<file path="src/rtl/score_accum.sv">
// Multi-source BCD score accumulator: round-robin add requests, digit-serial
// BCD addition into per-player scores, with high score, saturation and extra-life pulses.
module score_accum #(
  parameter int NUM_SRC    = 3,
  parameter int DIGITS     = 5,
  parameter int PLAYERS    = 2,
  parameter int LIFE_DIGIT = 4,
  localparam int PSEL_W    = (PLAYERS > 1) ? $clog2(PLAYERS) : 1
) (
  input  logic                                   clk,
  input  logic                                   resetN,
  input  logic [NUM_SRC-1:0]                     add_valid,
  input  logic [NUM_SRC-1:0][DIGITS-1:0][3:0]    add_value,
  input  logic [NUM_SRC-1:0][PSEL_W-1:0]         add_player,
  output logic [NUM_SRC-1:0]                     add_ready,
  input  logic                                   clear,
  input  logic                                   hiscore_clr,
  output logic [PLAYERS-1:0][DIGITS-1:0][3:0]    score,
  output logic [DIGITS-1:0][3:0]                 hiscore,
  output logic [PLAYERS-1:0]                     overflow,
  output logic [PLAYERS-1:0]                     extra_life,
  output logic                                   busy
);

  localparam int SRC_W = (NUM_SRC > 1) ? $clog2(NUM_SRC) : 1;
  localparam int K_W   = $clog2(DIGITS);

  typedef enum logic [1:0] {S_IDLE, S_ADD, S_COMMIT} state_t;

  state_t                              r_state;
  state_t                              w_state_next;
  logic [SRC_W-1:0]                    r_rr;
  logic [DIGITS-1:0][3:0]              r_op;
  logic [PSEL_W-1:0]                   r_player;
  logic [K_W-1:0]                      r_k;
  logic                                r_carry;
  logic [DIGITS-1:0][3:0]              r_work;
  logic [PLAYERS-1:0][DIGITS-1:0][3:0] r_score;
  logic [DIGITS-1:0][3:0]              r_hiscore;
  logic [PLAYERS-1:0]                  r_overflow;
  logic [PLAYERS-1:0]                  r_life;

  logic                                w_found;
  logic [SRC_W-1:0]                    w_gidx;
  logic [SRC_W-1:0]                    w_cand;
  logic [SRC_W:0]                      w_tmp;
  logic [SRC_W:0]                      w_rr_sum;
  logic [SRC_W-1:0]                    w_rr_next;
  logic                                w_accept;
  logic                                w_pvalid;
  logic [DIGITS-1:0][3:0]              w_cur;
  logic [3:0]                          w_opd;
  logic [4:0]                          w_sum;
  logic [3:0]                          w_digit;
  logic                                w_cout;
  logic [DIGITS-1:0][3:0]              w_new;
  logic                                w_life;
  logic                                w_gt;

  // Round-robin search: first valid source at or after the pointer.
  always_comb begin
    w_found = 1'b0;
    w_gidx  = '0;
    w_cand  = '0;
    w_tmp   = '0;
    for (int off = 0; off < NUM_SRC; off++) begin
      w_tmp = {1'b0, r_rr} + (SRC_W+1)'(off);
      if (w_tmp >= (SRC_W+1)'(NUM_SRC)) begin
        w_tmp = w_tmp - (SRC_W+1)'(NUM_SRC);
      end
      w_cand = w_tmp[SRC_W-1:0];
      if (!w_found && add_valid[w_cand]) begin
        w_found = 1'b1;
        w_gidx  = w_cand;
      end
    end
  end

  always_comb begin
    w_accept  = (r_state == S_IDLE) && !clear && w_found;
    add_ready = w_accept ? (NUM_SRC'(1) << w_gidx) : '0;
    w_rr_sum  = {1'b0, w_gidx} + (SRC_W+1)'(1);
    w_rr_next = (w_rr_sum >= (SRC_W+1)'(NUM_SRC)) ? '0 : w_rr_sum[SRC_W-1:0];
  end

  // Digit-serial BCD adder; an out-of-range player reads as zero and is never written.
  always_comb begin
    w_pvalid = ({1'b0, r_player} < (PSEL_W+1)'(PLAYERS));
    w_cur    = w_pvalid ? r_score[r_player] : '0;
    w_opd    = (r_op[r_k] > 4'd9) ? 4'd9 : r_op[r_k];
    w_sum    = {1'b0, w_cur[r_k]} + {1'b0, w_opd} + {4'b0, r_carry};
    w_cout   = (w_sum > 5'd9);
    w_digit  = w_cout ? 4'(w_sum - 5'd10) : w_sum[3:0];
    w_new    = r_carry ? {DIGITS{4'h9}} : r_work;
    w_life   = (w_new[DIGITS-1:LIFE_DIGIT] != w_cur[DIGITS-1:LIFE_DIGIT]);
    w_gt     = (w_new > r_hiscore);
  end

  always_ff @(posedge clk or negedge resetN) begin
    if (!resetN) begin
      r_state <= S_IDLE;
    end else begin
      r_state <= w_state_next;
    end
  end

  always_comb begin
    w_state_next = r_state;
    case (r_state)
      S_IDLE:   if (w_accept) w_state_next = S_ADD;
      S_ADD:    if (r_k == K_W'(DIGITS-1)) w_state_next = S_COMMIT;
      S_COMMIT: w_state_next = S_IDLE;
      default:  w_state_next = S_IDLE;
    endcase
    if (clear) begin
      w_state_next = S_IDLE;
    end
  end

  always_ff @(posedge clk or negedge resetN) begin
    if (!resetN) begin
      r_rr       <= '0;
      r_op       <= '0;
      r_player   <= '0;
      r_k        <= '0;
      r_carry    <= 1'b0;
      r_work     <= '0;
      r_score    <= '0;
      r_hiscore  <= '0;
      r_overflow <= '0;
      r_life     <= '0;
    end else begin
      r_life <= '0;
      if (clear) begin
        r_score    <= '0;
        r_overflow <= '0;
        r_k        <= '0;
        r_carry    <= 1'b0;
      end else begin
        case (r_state)
          S_IDLE: begin
            if (w_accept) begin
              r_op     <= add_value[w_gidx];
              r_player <= add_player[w_gidx];
              r_rr     <= w_rr_next;
              r_k      <= '0;
              r_carry  <= 1'b0;
            end
          end
          S_ADD: begin
            r_work[r_k] <= w_digit;
            r_carry     <= w_cout;
            r_k         <= r_k + K_W'(1);
          end
          S_COMMIT: begin
            if (w_pvalid) begin
              r_score[r_player] <= w_new;
              r_life[r_player]  <= w_life;
              if (r_carry) r_overflow[r_player] <= 1'b1;
              if (w_gt) r_hiscore <= w_new;
            end
          end
          default: ;
        endcase
      end
      // Placed last so a simultaneous commit cannot resurrect the old high score.
      if (hiscore_clr) begin
        r_hiscore <= '0;
      end
    end
  end

  assign score      = r_score;
  assign hiscore    = r_hiscore;
  assign overflow   = r_overflow;
  assign extra_life = r_life;
  assign busy       = (r_state != S_IDLE);

endmodule

</file>
<file path="config.mk">
export PLATFORM = sky130hd
export DESIGN_NAME = score_accum
export DESIGN_NICKNAME = d
export VERILOG_FILES = /design/src/rtl/score_accum.sv
export SDC_FILE = /design/constraint.sdc
export NUM_CORES = 1
export LEC_CHECK = 0
export CAP_MARGIN = 10
export CORE_MARGIN = 5
export CORE_UTILIZATION = 50
export CTS_CLUSTER_DIAMETER = 120
export DETAILED_ROUTE_END_ITERATION = 8
export DONT_BUFFER_PORTS = 1
export GPL_ROUTABILITY_DRIVEN = 0
export PLACE_DENSITY_LB_ADDON = 0.2
export REMOVE_ABC_BUFFERS = 1
export SLEW_MARGIN = 20
export SYNTH_ARGS = -nofsm -noshare
export SYNTH_HDL_FRONTEND = slang
export SYNTH_SLANG_ARGS = --single-unit
</file>
<file path="constraint.sdc">
create_clock -name clk -period 10.4 [get_ports clk]
set_input_delay 2.6 -clock clk [delete_from_list [all_inputs] [get_ports clk]]
set_output_delay 2.6 -clock clk [all_outputs]
set_load 0.05 [all_outputs]
</file>
Word-level counts from Yosys, hierarchy flattened --
Index checks and enable logic that the tools add are counted.
Storage, ports and cells: register bits after elaboration 113, latch bits 0, bits in writable memories 0, ROM bits 0, input bits 70, output and inout bits 68, logic and storage cells 149, memories 0
Operators by class: add/subtract/negate cells 10, multipliers 0, divide/modulo/power cells 0, $lt $le $gt $ge 15, eq/ne operators 7, shifts and indexed selects 1, multiplexer cells 59, bitwise operators 3, reduce and logical (&&, ||, !) cells 22
Operator list (count):
- $mux 20 | 9
- $mux 40 | 2
- $bmux 20 s2 | 1
- $bwmux 40 | 1
- $mux 2 | 15
- $bmux 4 s3 | 2
- $bwmux 20 | 1
- $demux 20 s1 | 1
- $gt 20x20->1 | 1
- $mux 4 | 5
- $demux 4 s3 | 1
- $lt 2x3->1 const B | 4
- $mux 1 | 10
- $reduce_bool 2->1 | 5
- $ge 3x2->1 const B | 3
- $mux 3 | 3
- $bmux 1 s2 | 4
- $reduce_and 2->1 | 4
- $add 2x1->3 const B | 2
- $logic_and 1x1->1 | 6
- $ne 3x3->1 const B | 2
- $pmux 3 s2 | 1
- $reduce_and 3->1 | 2
- $sub 2x2->2 const B | 3
- other kinds (27) | 29

Depth between registers and ports, before layout --
Gate-level depths: netlist of the first run.
depth in word-level cells 15, depth in mapped cells 18, depth with buffers taken out 16

Worst setup path before layout of the first run --
No wires, ideal clock.
path type input to output, start point input port clear, end point output port add_ready[2], data arrival time 4.229 ns, required time 7.800 ns, setup slack 3.571 ns, stages 6, buffers on the path 3, path through clkbuf_1 or3_1 a211oi_1 buf_2 buf_2 and2_1
Between the ends: word-level cells in the longest chain between the ends 4
Ends and longest elaborated chain:
- from (decl) | line 16 | input logic clear,
- $logic_not 1->1 | line 80 | w_accept = (r_state == S_IDLE) && !clear && w_found;
- $logic_and 1x1->1 (2 in series) | line 80
- $mux 3 | line 81 | add_ready = w_accept ? (NUM_SRC'(1) << w_gidx) : '0;
- to (decl) | line 15 | output logic [NUM_SRC-1:0] add_ready,
Every way passes these cells.

Worst setup path in the final report of the first run --
start point input port add_valid[1], end point output port add_ready[0]
Between the ends: word-level cells in the longest chain between the ends 11, elaborated cells on any way between the ends 19, those cells by class 1 x shift; 13 x mux; 5 x reduce/logical
Ends and longest elaborated chain:
- from (decl) | line 12 | input logic [NUM_SRC-1:0] add_valid,
- $bmux 1 s2 | line 72 | if (!w_found && add_valid[w_cand]) begin
- $mux 1 (not written as such) | line 72
- $mux 1 | line 72
- $logic_not 1->1 | line 72
- $logic_and 1x1->1 | line 72
- $mux 1 | line 72
- $logic_not 1->1 | line 72
- $logic_and 1x1->1 | line 72
- $mux 2 or $mux 1 (tied branches) | line 72
- $shl 1x2->3 or $logic_and 1x1->1 (tied branches) | line 81, 80
- $mux 3 * | line 81
Mark *: on every way between the ends. The rest lies on a longest branch, timed or not. The select of a mux whose other input is x is not followed.

==> results of run 1 <==
==> power by group through the flow <==
stage | sequential [mW] | clock [mW] | combinational, mW
floorplan | 0.584 | 0 | 0.888
global placement | 0.584 | 0 | 1.24
detailed placement | 0.588 | 0 | 1.27
CTS | 0.581 | 0.534 | 1.27
global route | 0.592 | 0.559 | 1.42
finish | 0.582 | 0.528 | 1.30
==> critical path, delay by kind of cell <==
family / cells / cell delay [ns]
buf+inv: 1 / 0.39
fa+ha+maj: 1 / 0.41
simple gates: 2 / 0.61
compound gates: 1 / 0.25
==> cell families after synthesis <==
kind of cell	after synthesis	share of synthesized area, %
adder cells (fa/ha/maj)	32	5.80
XOR/XNOR	5	0.619
multiplexers	27	5.92
buffers and inverters	103	5.73
AO/OA/AOI/OAI	215	21.8
AND/OR/NAND/NOR	286	20.2
flip-flops	113	39.9
==> area by class of cell <==
| type | instances | share of cell area, % |
|---|---|---|
| multi-input cells | 565 | 50.3 |
| flip-flops and latches | 113 | 36.8 |
| clock buffers | 26 | 6.64 |
| well taps | 180 | 2.93 |
| inverters | 44 | 2.15 |
| repair buffers | 8 | 0.783 |
| clock inverters | 5 | 0.359 |
==> cell usage after synthesis (all sizes together) (3+ instances only) <==
master and instances:
dfrtp 113, o31a 6, a211o 10, nor4 6, mux4 11, o22ai 5, nand4 25, o21a 4
a211oi 20, nand2 53, a311o 9, a21oi 18, a31oi 35, a21o 9, or2 12, a221oi 3
xor2 3, clkbuf 45, and2 4, nand2b 13, nor2 78, buf 14, nand3 36, and3 8
nor3 16, inv 43, ha 28, a22oi 22, o211ai 3, mux2 9, o21ai 32, or3 14
o31ai 7, nor2b 15, mux2i 7, a2111oi 3, a22o 21
==> per-layer routing <==
metal / GRT usage (%) / routed length [um]
met3: 5.81 / 1340
met2: 40.3 / 10200
met4: 10.3 / 614
met1: 32.9 / 8440
met5: 0 / 0
==> stage by stage <==
stage          power [mW]  utilization (%)  hold WS [ns]  cells
4_1_cts              2.39             55.3         0.482    941
6_report             2.41             55.3         0.480    941
3_5_place_dp         1.86             51.4         0.472    910
2_1_floorplan        1.47                -         0.450    722
3_3_place_gp         1.82             51.4         0.460    910
5_1_grt              2.57             55.3         0.518    941
==> state kept, by name, indices dropped and copies added (netlist names) <==
register	cells
score	40
extra_life	2
r_work	20
r_player	1
r_carry	1
overflow	2
r_k	3
r_state	2
r_op	20
r_rr	2
hiscore	20
==> worst max-delay path by stage <==
stage          slack (ns)      endpoint          from
6_report             3.52  add_ready[0]  add_valid[1]
5_1_grt              3.41  add_ready[0]  add_valid[1]
4_1_cts              3.51  add_ready[0]  add_valid[1]
3_5_place_dp         3.52  add_ready[0]  add_valid[1]
3_3_place_gp         3.56  add_ready[0]  add_valid[1]
2_1_floorplan        1.45  add_ready[0]  add_valid[1]
==> impl_metrics.toml, run 1 <==
[synthesis]
ys_async_sr_fraction_pct = 100
ys.flop_type = "dfrtp_1"
synth_edf_count = 0
syn_inst = 781
avgSynthCellArea_sq_um = 9.06
ys_types = 61
ys_ff_latch = 113
synth_top_area_share_pct = 39.9
synth_top_cell_by_area = "dfrtp_1"
syn_area_sq_um = 7080
ys_warn_count = 0
yosys-top-cells-area = "dfrtp_1 40%, ha_1 4.9%, nor2_1 4.1%"
yosysSeqAreaShare_pct = 39.9

[floorplan]
rows = 43
die_y_um = 129
ios = 138
initial_core_util_pct = 51.0
dieArea_sq_um = 16600
core_sq_um = 13900
die_w_um = 129

[timing]
post-route-period-util_pct = 66.1
worst_pin_slew_ns = 0.986
setup_tns_ns = 0
setup_viol = 0
fmax_mhz = 145
report.final.slew_viol_count = 0
period_minus_slack_ns = 6.88
rsz0062_at_grt = "false"
setup_ws_ns = 3.52
skew_ns = 0.0105
relSlewSlack_pct = 34.3
finalHoldViolCount = 0

[power]
swShare_pct = 48.7
p_int_mw = 1.24
clockPowerShare_pct = 21.9
leakage_nw = 3.27
vdd_drop_max_uv = 202
comb_power_share_pct = 54.0
seq_power_share_pct = 24.1
p_per_area_nw_per_um2 = 314
power_switching_mw = 1.17

[layout]
layout.nets = 849
layout-drive-gt1-share_pct = 9.59
layout_commonest_cell = "dfrtp_1"
finalInstanceArea_sq_um = 7670
multi_input_area_sq_um = 3860
fillers = 1254
final_cell_mix = "113 x dfrtp_1, 78 x nor2_1, 53 x nand2_1, 43 x inv_1, 36 x nand3_1"
layout-area-overhead-vs-synth_pct = 8.41
regArea_sq_um = 2830
n_antenna_cell = 0

[clocking]
root_buffer = "clkbuf_16"
cts_tree = "built"
cts_setup_buffers = 0
clk_latency_ns = 0.42
clkTransAtPathRegs_ns = 0.05
cts_resized = 0
ctsHtreeMaxLevel = 4
hold_buffers = 0
cts_sinks = 113
numCtsBuffers = 17
clockBufferDepth = 2

[worst_hold_path]
hold_path_class = "reg -> reg"
min_to = "r_work[16]"
min_from = "r_work[16]"
hold_path_depth = 2

[worst_setup_path]
arrival_ns = 4.28
r2r_slack_ns = 5.06
setup.worst_path.class = "in -> out"
slowest_stage = "and3_1"
r2r-start = "r_k[0]"
r2r-end = "r_work[19]"
required_ns = 7.80
max_stage_delay_ns = 0.57
cp_cell_sequence = "nor2_1 -> maj3_1 -> a211oi_4 -> buf_4 -> and3_1"
cp-start-kind = "input pin"
endpoint_kind = "output port"
worst-r2r-cell-count = 15
critPathMaxFanout = 48

[route]
first_pass_iters = 5
drc = 0
drtIter0Drc = 555
ant_nets = 0
vias_per_cell = 6.63
wl_um = 20600
wl_per_cell_um = 21.9
vias = 6238

[global_route]
overflow = 0
grt_pass1_vias = 6192
grt_pass1_wl_um = 32800
grt_start_max_net_pins = 114
antenna_found_initial = 0
grt.total_usage_pct = 25.1

[place]
io_buffers = 0
place_worst_setup_slack_ns = 3.52
hpwl_um = 14600
placed_area_sq_um = 7140

[run]
cap_violations = 0

[run_status]
status = "complete, no violations"
No activity file was read; power rests on OpenSTA's default activity.
==> run 2, diff against run 1 <==
==> constraint.sdc (replaced) <==
create_clock -name clk -period 6.8 [get_ports clk]
set_input_delay 1.7 -clock clk [delete_from_list [all_inputs] [get_ports clk]]
set_output_delay 1.7 -clock clk [all_outputs]
set_load 0.05 [all_outputs]
==> run 2 against run 1 <==
Cell count increased by 0.43%. Power is 60% higher. Clock power increased by 78%. Count of clock-buffer cells in the layout down 4. Clock skew grew 0.0010 ns. Largest power group unchanged.
==> impl_metrics.toml, run 2 (same netlist as run 1, synthesis figures left out) <==
[power]
p_int_mw = 2.01
leakage_nw = 3.33
swShare_pct = 47.9
seq_power_share_pct = 23.2
finalPower_mw = 3.86
comb_power_share_pct = 52.3
clockPowerShare_pct = 24.4
vdd_drop_max_uv = 426
p_per_area_nw_per_um2 = 495
power_switching_mw = 1.85

[timing]
report.final.slew_viol_count = 0
rsz0062_at_grt = "false"
whs_ns = 0.481
period_minus_slack_ns = 5.28
worst_pin_slew_ns = 1.03
skew_ns = 0.0116
post-route-period-util_pct = 77.6
setup_viol = 0
fmax_mhz = 190
relSlewSlack_pct = 31.5
finalHoldViolCount = 0
setup_tns_ns = 0

[route]
wl_per_cell_um = 22.4
top_layer_used = "met4"
wl_um = 21200
wl_met2_um = 10600
met1Wirelength_um = 8730
wl_met3_um = 1320
ant_nets = 0
vias = 6243
vias_per_cell = 6.61
drtIter0Drc = 546
drc = 0
first_pass_iters = 5

[worst_setup_path]
cp_cell_sequence = "mux4_2 -> a21oi_1 -> nand2_1 -> a221oi_1 -> fa_1 -> inv_1 -> fa_1 -> clkinv_1 -> ha_1 -> nand2_1 -> o31a_1 -> nor2_1 -> nor4_1 -> o31ai_1"
max_stage_delay_ns = 0.85
setup.worst_path.class = "reg -> reg"
cpLargestDelayFamily = "adder cells"
crit_cells = 14
cp-start-kind = "flop"
slowest_stage = "fa_1"
arrival_ns = 5.54
worst-r2r-cell-count = 14
crit_buf_inv = 2
endpoint_kind = "flop"
critPathMaxFanout = 15
required_ns = 7.06

[clocking]
cts_resized = 0
cts_setup_buffers = 0
cts_tree = "built"
clockBufferDepth = 2
cts_sinks = 113
hold_buffers = 0
numCtsBuffers = 17
root_buffer = "clkbuf_16"
ctsHtreeMaxLevel = 4
clkTransAtPathRegs_ns = 0.05
clk_latency_ns = 0.43

[place]
place_inst = 913
placed_area_sq_um = 7160
io_buffers = 0
hpwl_um = 14800

[floorplan]
rows = 43
core_sq_um = 13900
die_w_um = 129
dieArea_sq_um = 16600
initial_core_util_pct = 51.0
die_y_um = 129
ios = 138

[global_route]
overflow = 0
grt.total_usage_pct = 25.8
grt_start_max_net_pins = 114
grt_pass1_wl_um = 33500
grt_pass1_vias = 6038
antenna_found_initial = 0

[layout]
layout_commonest_cell = "dfrtp_1"
finalInstanceArea_sq_um = 7780
fin_cells = 945
largest_reg_flops = 40
n_antenna_cell = 0
layout-area-overhead-vs-synth_pct = 9.97
layout-drive-gt1-share_pct = 10.6
final_cell_mix = "113 x dfrtp_1, 78 x nor2_1, 53 x nand2_1, 43 x inv_1, 36 x nand3_1"
layout.nets = 852

[run]
cap_violations = 0

[run_status]
status = "complete, no violations"

[worst_hold_path]
hold_path_class = "reg -> reg"
hold_path_depth = 2
==> run 2: cell count changes in the layout (fill, tap and decap cells not counted), sizes merged <==
cell	previous run	this run
clkbuf	26	22
buf	8	11
bufinv	0	3
clkinv	5	6
clkinvlp	1	2
==> run 2: area by class of cell <==
class	count	area (sq um)
inverters	44	165
flip-flops and latches	113	2830
multi-input cells	565	3860
fillers	1236	6100
well taps	180	225
repair buffers	11	82.6
clock buffers	22	494
clock inverters	10	130
==> run 2: power by group through the flow <==
stage | Clock, mW | Sequential [mW] | Combinational (mW)
after floorplan | 0 | 0.893 | 1.36
after global placement | 0 | 0.905 | 1.89
after global routing | 0.980 | 0.912 | 2.20
final | 0.941 | 0.897 | 2.02
after detailed placement | 0 | 0.904 | 1.96
after CTS | 0.948 | 0.897 | 1.97
==> run 2: routing by layer <==
| layer | GRT usage, % | up-vias |
|---|---|---|
| met3 | 5.56 | 39 |
| met1 | 34.1 | 3135 |
| met5 | 0 | - |
| met2 | 41.8 | 232 |
| li1 | - | 2837 |
| met4 | 9.45 | 0 |
==> run 2: per-stage QoR <==
step                setup slack, ns  utilization [%]
floorplan                    -0.346                -
global placement               1.76             51.6
detailed placement             1.65             51.6
CTS                            1.61             56.1
global route                   1.24             56.1
finish                         1.52             56.1
==> run 2: worst register-to-register path, stage by stage, from the launching register on <==
cell and delay, ns:
dfrtp_1 0.67, mux4_2 0.60, a21oi_1 0.22, nand2_1 0.08
a221oi_1 0.38, fa_1 0.26, inv_1 0.06, fa_1 0.85
clkinv_1 0.37, ha_1 0.34, nand2_1 0.13, o31a_1 0.23
nor2_1 0.09, nor4_1 0.65, o31ai_1 0.21
==> run 2: path summary, 6_finish.rpt <==
kind | startpoint | slack (ns) | endpoint
min reg2reg | r_work[7] | 0.48 | r_work[7]
min | r_work[7] | 0.48 | r_work[7]
min in group asynchronous | resetN | 0.96 | hiscore[15]
max in group asynchronous | resetN | 5.63 | score[23]
max reg2reg | r_k[0] | 1.52 | r_work[19]
max | r_k[0] | 1.52 | r_work[19]
==> run 3, diff against run 2 <==
==> constraint.sdc (replaced) <==
create_clock -name clk -period 4.82 [get_ports clk]
set_input_delay 1.205 -clock clk [delete_from_list [all_inputs] [get_ports clk]]
set_output_delay 1.205 -clock clk [all_outputs]
set_load 0.05 [all_outputs]
==> run 3 against run 2 <==
Hold slack improved by 0.0032 ns. Utilization grew 0.14 points. Cell count up 0.74%. Combinational power is 45% higher. Critical path depth up 1. Clock skew shrank 0.00096 ns. Global-route usage about the same. Critical endpoint is now r_work[11].
==> impl_metrics.toml, run 3 (same netlist as run 1, synthesis figures left out) <==
[clocking]
numCtsBuffers = 17
ctsHtreeMaxLevel = 4
clk_latency_ns = 0.41
cts_setup_buffers = 0
cts_sinks = 113
clkTransAtPathRegs_ns = 0.05
cts_tree = "built"
root_buffer = "clkbuf_16"
clockBufferDepth = 2

[route]
wl_um = 21300
ant_nets = 0
vias = 6325
drtIter0Drc = 533
wl_per_cell_um = 22.4
vias_per_cell = 6.64
first_pass_iters = 6
drc = 0

[worst_setup_path]
required_ns = 5.08
r2r-end = "r_work[11]"
worst-r2r-cell-count = 15
setup.worst_path.class = "reg -> reg"
arrival_ns = 4.56
endpoint_kind = "flop"
cp-start-kind = "flop"
critPathMaxFanout = 18
r2r-start = "r_k[1]"
r2r_slack_ns = 0.52

[global_route]
grt_start_max_net_pins = 114
grt_util_met1_pct = 34.0
grt_pass1_wl_um = 33400
grt.total_usage_pct = 25.8
overflow = 0
grt_pass1_vias = 6106
gr-max-usage-layer = "met2"
met2_usage_pct = 41.2
use_met3_pct = 6.60
antenna_found_initial = 0

[floorplan]
core_sq_um = 13900
dieArea_sq_um = 16600
initial_core_util_pct = 51.0
rows = 43
die_y_um = 129
ios = 138
die_w_um = 129

[run_status]
status = "complete, no violations"

[timing]
report.final.slew_viol_count = 0
setup_viol = 0
setup_ws_ns = 0.521
fmax_mhz = 233
skew_ns = 0.0106
post-route-period-util_pct = 89.2
finalHoldViolCount = 0
relSlewSlack_pct = 37.9
worst_pin_slew_ns = 0.932
period_minus_slack_ns = 4.30
rsz0062_at_grt = "false"

[worst_hold_path]
min_from = "r_work[3]"
min_to = "r_work[3]"
hold_path_depth = 2
hold_path_class = "reg -> reg"

[place]
place_worst_setup_slack_ns = 0.394
place_inst = 922
hpwl_um = 15100
io_buffers = 0

[layout]
fin_cells = 952
layout.nets = 861
layout_commonest_cell = "dfrtp_1"
final_cell_mix = "113 x dfrtp_1, 78 x nor2_1, 53 x nand2_1, 43 x inv_1, 36 x nand3_1"
largest_reg_flops = 40
layout-drive-gt1-share_pct = 11.0
fillers = 1236
n_antenna_cell = 0
layout-area-overhead-vs-synth_pct = 10.3

[power]
p_per_area_nw_per_um2 = 694
vdd_drop_max_uv = 464
leakage_nw = 3.35

[run]
cap_violations = 0
run 3: power breakdown:
group | total (mW) | leakage [nW] | internal [mW] | switching (mW)
sequential | 1.27 | 1.50 | 1.12 | 0.148
combinational | 2.92 | 1.57 | 0.904 | 2.01
clock | 1.23 | 0.286 | 0.805 | 0.422
total | 5.42 | 3.35 | 2.83 | 2.58
run 3: critical path: stages (launching register included):
cell and delay [ns]:
dfrtp_1 0.70, nor2_1 0.25, and3_1 0.24, a21oi_1 0.16
nand2_1 0.08, a221oi_1 0.37, fa_1 0.27, inv_1 0.06
fa_1 0.51, clkinv_1 0.20, ha_1 0.31, nand2_1 0.14
o31a_1 0.23, nor2_1 0.10, nor4_2 0.40, o31ai_1 0.15
run 3: routing by layer:
layer / wire, um / share of wire, %
met5: 0 / 0
met4: 572 / 2.7
met3: 1530 / 7.2
met2: 10400 / 49
met1: 8770 / 41
run 3: timing repair:
| action | CTS | global route |
|---|---|---|
| endpoints found under the hold margin | 0 | 0 |
| resized for setup | 0 | 1 |
| hold buffers | 0 | 0 |
| endpoints found under the setup margin | 0 | 5 |
run 3: final cells by class:
type	instances	area, sq um	area share (%)
inverters	44	165	2.12
clock buffers	24	492	6.30
repair buffers	20	150	1.92
well taps	180	225	2.89
flip-flops and latches	113	2830	36.2
clock inverters	6	80.1	1.03
multi-input cells	565	3860	49.5
run 3: worst max path at each step:
stage                     depth (start not counted)  slack [ns]         start            to
after floorplan                                   4       -1.34  add_valid[1]  add_ready[0]
after global placement                           14        0.53        r_k[1]    r_work[19]
after CTS                                        15        0.39        r_k[1]    r_work[11]
final                                            15        0.52        r_k[1]    r_work[11]
after global routing                             16        0.19        r_k[1]    r_work[15]
after detailed placement                         16        0.39        r_k[1]    r_work[11]
run 3: per-stage QoR:
step                power (mW)  util (%)  TNS, ns  area (sq um)  hold slack, ns
floorplan                 3.15         -    -4.53          6840           0.450
global placement          4.02      52.1        0          7230           0.463
detailed placement        4.10      52.1        0          7230           0.474
CTS                       5.36      56.2        0          7800           0.470
global route              5.75      56.2        0          7800           0.463
finish                    5.42      56.2        0          7800           0.484
